$ cat src/rtl/dram_bus_arbiter.sv
// rtl/dram_bus_arbiter.sv - two-master round-robin arbiter in front of one DRAM controller port
module dram_bus_arbiter #(
  parameter int ADDR_W = 24,
  parameter int DATA_W = 32
) (
  input  logic              clk,
  input  logic              rst,
  input  logic [ADDR_W-1:0] addr1,
  input  logic              req_read1,
  output logic [DATA_W-1:0] data1,
  output logic              data_valid1,
  input  logic [ADDR_W-1:0] addr2,
  input  logic [DATA_W-1:0] data_in2,
  input  logic              req_read2,
  input  logic              req_write2,
  output logic [DATA_W-1:0] data_out2,
  output logic              data_valid2,
  output logic              write_complete2,
  output logic [ADDR_W-1:0] dram_addr,
  output logic [DATA_W-1:0] dram_data_in,
  output logic              dram_req_read,
  output logic              dram_req_write,
  input  logic [DATA_W-1:0] dram_data_out,
  input  logic              dram_data_out_valid,
  input  logic              dram_write_complete
);

  typedef enum logic [1:0] {IDLE, RD1, RD2, WR2} state_t;

  state_t            state, state_n;
  logic              last_grant2, last_grant2_n;
  logic [ADDR_W-1:0] dram_addr_n;
  logic [DATA_W-1:0] dram_data_in_n, data1_n, data_out2_n;
  logic              dram_req_read_n, dram_req_write_n;
  logic              data_valid1_n, data_valid2_n, write_complete2_n;
  logic              req2, grant1;

  // Master 1 wins unless master 2 also asks and master 1 was served last.
  assign req2   = req_read2 | req_write2;
  assign grant1 = req_read1 & (~req2 | last_grant2);

  always_ff @(posedge clk or posedge rst) begin
    if (rst) begin
      state           <= IDLE;
      last_grant2     <= 1'b1;
      dram_addr       <= '0;
      dram_data_in    <= '0;
      dram_req_read   <= 1'b0;
      dram_req_write  <= 1'b0;
      data1           <= '0;
      data_valid1     <= 1'b0;
      data_out2       <= '0;
      data_valid2     <= 1'b0;
      write_complete2 <= 1'b0;
    end else begin
      state           <= state_n;
      last_grant2     <= last_grant2_n;
      dram_addr       <= dram_addr_n;
      dram_data_in    <= dram_data_in_n;
      dram_req_read   <= dram_req_read_n;
      dram_req_write  <= dram_req_write_n;
      data1           <= data1_n;
      data_valid1     <= data_valid1_n;
      data_out2       <= data_out2_n;
      data_valid2     <= data_valid2_n;
      write_complete2 <= write_complete2_n;
    end
  end

  always_comb begin
    state_n           = state;
    last_grant2_n     = last_grant2;
    dram_addr_n       = dram_addr;
    dram_data_in_n    = dram_data_in;
    dram_req_read_n   = 1'b0;
    dram_req_write_n  = 1'b0;
    data1_n           = data1;
    data_valid1_n     = 1'b0;
    data_out2_n       = data_out2;
    data_valid2_n     = 1'b0;
    write_complete2_n = 1'b0;
    case (state)
      IDLE: begin
        if (grant1) begin
          dram_addr_n     = addr1;
          dram_req_read_n = 1'b1;
          last_grant2_n   = 1'b0;
          state_n         = RD1;
        end else if (req2) begin
          dram_addr_n   = addr2;
          last_grant2_n = 1'b1;
          if (req_write2) begin
            dram_data_in_n   = data_in2;
            dram_req_write_n = 1'b1;
            state_n          = WR2;
          end else begin
            dram_req_read_n = 1'b1;
            state_n         = RD2;
          end
        end
      end
      RD1: begin
        if (dram_data_out_valid) begin
          data1_n       = dram_data_out;
          data_valid1_n = 1'b1;
          state_n       = IDLE;
        end
      end
      RD2: begin
        if (dram_data_out_valid) begin
          data_out2_n   = dram_data_out;
          data_valid2_n = 1'b1;
          state_n       = IDLE;
        end
      end
      WR2: begin
        if (dram_write_complete) begin
          write_complete2_n = 1'b1;
          state_n           = IDLE;
        end
      end
      default: state_n = IDLE;
    endcase
  end

endmodule

$ cat config.mk
export PLATFORM = sky130hd
export DESIGN_NAME = dram_bus_arbiter
export DESIGN_NICKNAME = d
export VERILOG_FILES = /design/src/rtl/dram_bus_arbiter.sv
export SDC_FILE = /design/constraint.sdc
export NUM_CORES = 1
export LEC_CHECK = 0
export BUFFER_PORTS_ARGS = -buffer_cell sky130_fd_sc_hd__buf_4
export CORE_MARGIN = 2
export CORE_UTILIZATION = 46
export CTS_CLUSTER_SIZE = 8
export DETAILED_ROUTE_END_ITERATION = 10
export PLACE_DENSITY_LB_ADDON = 0.15
export SETUP_SLACK_MARGIN = 0.5
export SLEW_MARGIN = 20
export SYNTH_ARGS = -nofsm -noshare
export SYNTH_HDL_FRONTEND = slang
export SYNTH_SLANG_ARGS = --single-unit
$ cat constraint.sdc
create_clock -name clk -period 5.05 [get_ports clk]
set_clock_uncertainty 0.05 [all_clocks]
set_input_delay 0.505 -clock clk [delete_from_list [all_inputs] [get_ports clk]]
set_output_delay 0.505 -clock clk [all_outputs]
set_load 0.02 [all_outputs]
==> results.py <==
metrics = {
    "run_status": {
        "outcome": "completed",
    },
    "sta": {
        "finalMaxSlewViolations": 0,
        "post-route-period-util": 0.469,
        "achievable-frequency_mhz": 422,
        "fin_setup_tns_ns": 0,
        "grt_setup_unrepaired": "no",
        "timing.final.hold_violations": 0,
        "finalSetupViolations": 0,
        "slew-limit-headroom": 0.323,
        "post-route-min-period_ns": 2.37,
        "transition_time_of_the_tightest_slew_check_pin_ns": 1.01,
    },
    "synthesis": {
        "synthTopCellsByArea": "dfrtp_1 61%, mux2_2 20%, a31oi_1 3.0%, nand3_1 2.5%, o21ai_0 2.4%",
        "yosysTopAreaCellShare": 0.614,
        "synth_cell_types": 28,
        "top_cell_type_by_total_area_after_synthesis": "dfrtp_1",
        "ys_warn_count": 0,
        "synthesis.area_sq_um": 5180,
        "syn-num-nets": 505,
        "synth-seq-cells": 128,
        "synth_seq_area_share": 0.619,
        "postSynthAreaPerCell_sq_um": 13.6,
        "post_synth_inst_count": 382,
    },
    "die": {
        "floorplan.initialDensity": 0.475,
        "core_region_area_sq_um": 10900,
        "design.portCount": 244,
        "placementRows": 38,
        "die-width_um": 110,
        "vertical_extent_of_the_die_um": 110,
        "dieArea_sq_um": 12100,
    },
    "detailed_routing": {
        "dr.pass1.iters": 4,
        "route.detailed.vias_per_inst": 5.07,
        "route.antenna.remaining_nets": 0,
        "drcViolationCount": 0,
        "detailedRoute.firstIterationViolations": 201,
        "vias": 3939,
        "route.final.wire_length_um": 12700,
        "routed_wire_length_per_instance_um": 16.4,
    },
    "power_and_ir_drop": {
        "power.leakage_nw": 3.64,
        "ir_worst_vdd_mv": 0.339,
        "powerDensity_nw_per_um2": 713,
        "comb_power_share": 0.453,
        "p_seq_frac": 0.336,
        "clock_power_share": 0.211,
        "total_switching_power_mw": 2.01,
        "cellInternalPower_mw": 3.43,
        "sw_ratio": 0.370,
    },
    "setup_path": {
        "cpMaxStageDelayCell": "a21oi_4",
        "cp_num_cells": 5,
        "worst-r2r-cell-count": 5,
        "worstSetupPathType": "reg2reg",
        "critPathArrivalTime_ns": 2.70,
        "register_to_register_setup_slack_ns": 2.68,
        "critPathLaunchType": "flop",
        "worst-endpoint-required_ns": 5.38,
        "r2r_start": "state[0]",
        "critical_path_buffers_and_inverters": 1,
        "reg2reg_to": "dram_data_in[29]",
        "worst_path_dominant_cell_family": "compound AO/OA/AOI/OAI gates",
        "worst_setup_path_startpoint": "state[0]",
        "endpoint": "dram_data_in[29]",
        "endpoint_kind": "flop",
        "critical_path.cell_chain": "inv_1 > ha_1 > nand2_1 > a21oi_4 > mux2_2",
        "crit_path_max_fanout": 33,
        "timing.critical_path.slowest_cell_delay_ns": 0.78,
    },
    "global_route": {
        "grt_overflow_total": 0,
        "vias_in_the_first_global_route": 4056,
        "track_usage": 0.215,
        "grt_pass1_wl_um": 19800,
        "antenna_violations_before_repair": 0,
        "largest_net_degree_at_the_start_of_global_routing": 91,
    },
    "clock_tree": {
        "clk_pin_slew_ns": 0.06,
        "cts-buffers-inserted": 17,
        "ctsLongestPathBuffers": 2,
        "htreeDepth": 4,
        "cts.repair_timing.setup_buffer_count": 0,
        "clock_tree.root_cell": "clkbuf_8",
        "post_cts_resized": 0,
        "clk_latency_ns": 0.50,
        "tritoncts": "done",
        "clock_sinks": 128,
        "holdBufCountCts": 0,
    },
    "final_layout": {
        "antenna-diode-count": 0,
        "synthToLayoutAreaGrowth_pct": 47.5,
        "final.fill_count": 799,
        "finalNetCount": 747,
        "final_core_util": 0.701,
        "final_layout_size_suffix_gt1_frac": 0.590,
    },
    "placed_design": {
        "dp.final_hpwl_um": 9250,
        "io_buffers": 243,
        "place_congestion": 0.775,
    },
    "run": {
        "max-cap-violations": 0,
    },
    "hold_path": {
        "class_of_the_tightest_hold_or_removal_check": "in2async",
    },
}
## per-stage QoR
stage	setup WS, ns	std cells	area [sq um]	hold WS [ns]	power (mW)
2_1_floorplan	1.08	382	5180	0.464	3.26
3_3_place_gp	2.82	745	7060	0.420	4.26
3_5_place_dp	2.71	745	7060	0.440	4.34
4_1_cts	2.67	777	7630	0.151	5.50
5_1_grt	2.50	777	7630	0.157	5.75
6_report	2.68	777	7630	0.107	5.44
## power by group through the flow
stage	logic (mW)	registers, mW	clock network [mW]
after floorplan	0.824	2.43	0
after global placement	2.45	1.81	0
after detailed placement	2.49	1.84	0
after CTS	2.50	1.83	1.17
after global routing	2.64	1.89	1.22
final	2.47	1.83	1.15
## cells in the mapped netlist, drive strengths merged
library cell  instances
dfrtp               127
mux2                 96
nand3                26
a31oi                25
nor2                 25
o21ai                25
buf                  18
clkbuf                6
inv                   6
a21oi                 4
ha                    4
nor2b                 4
nand2                 3
nand2b                3
a2111oi               1
a211o                 1
and2                  1
and3                  1
dfstp                 1
nor3                  1
o211ai                1
o21ba                 1
o21bai                1
o31a                  1
## sequential cells by signal, summed over array words and instances (netlist names)
| register | flops |
|---|---|
| dram_data_in | 32 |
| data_valid2 | 1 |
| data1 | 32 |
| dram_addr | 24 |
| state | 2 |
| write_complete2 | 1 |
| last_grant2 | 1 |
| data_valid1 | 1 |
| dram_req_write | 1 |
| dram_req_read | 1 |
| data_out2 | 32 |
## worst register-to-register path: stages (launching register included)
cell and delay (ns):
dfrtp_1 0.42, inv_1 0.10, ha_1 0.31, nand2_1 0.15, a21oi_4 0.78, mux2_2 0.44
## placed cells by master (no fill, tap or decap), types with 2 or more instances in the layout
master        n
nor2_1       25
clkinv_2      4
a21oi_1       3
nand3_1      26
a31oi_1      25
mux2_2       93
nand2_1       3
inv_1         5
buf_4       247
inv_6         3
clkbuf_16    16
clkinv_4      2
nor2b_1       4
clkbuf_8      2
mux2_1        3
dfrtp_1     127
bufinv_16     2
nand2b_1      3
o21ai_0      25
clkinvlp_4    3
ha_1          4
## cell families (layout without fill, tap and decap cells)
| group | after synthesis | in the layout | share of synthesized area |
|---|---|---|---|
| AO/OA/AOI/OAI | 60 | 60 | 0.0725 |
| flip-flops | 128 | 128 | 0.619 |
| adder cells (fa/ha/maj) | 4 | 4 | 0.00967 |
| multiplexers | 96 | 96 | 0.209 |
| AND/OR/NAND/NOR | 64 | 64 | 0.0573 |
| buffers and inverters | 30 | 285 | 0.0326 |
## area by class of cell
| cell class | instances | area [sq um] | share of cell area |
|---|---|---|---|
| sequential | 128 | 3200 | 0.420 |
| timing repair buffer | 247 | 1850 | 0.243 |
| multi-input combinational | 224 | 1800 | 0.236 |
| clock buffer | 19 | 432 | 0.0565 |
| tap | 140 | 175 | 0.0229 |
| clock inverter | 13 | 138 | 0.0180 |
| inverter | 6 | 27.5 | 0.00361 |
## worst min path at each step
stage                           startpoint          endpoint  cells after the start
after global routing          data_in2[18]  dram_data_in[18]                      2
after CTS                     data_in2[18]  dram_data_in[18]                      2
final                                  rst   dram_data_in[6]                      2
after global placement     dram_data_in[2]   dram_data_in[2]                      1
after detailed placement  dram_data_in[18]  dram_data_in[18]                      1
after floorplan                last_grant2       last_grant2                      2
## metal layers
layer | global-route usage | share of wire | vias to the layer above
li1 | - | - | 1849
met3 | 0.0658 | 0.079 | 14
met1 | 0.258 | 0.39 | 1925
met4 | 0.0642 | 0.011 | 0
met2 | 0.370 | 0.52 | 151
met5 | 0 | 0 | -
(Power assumes the default switching activity.)
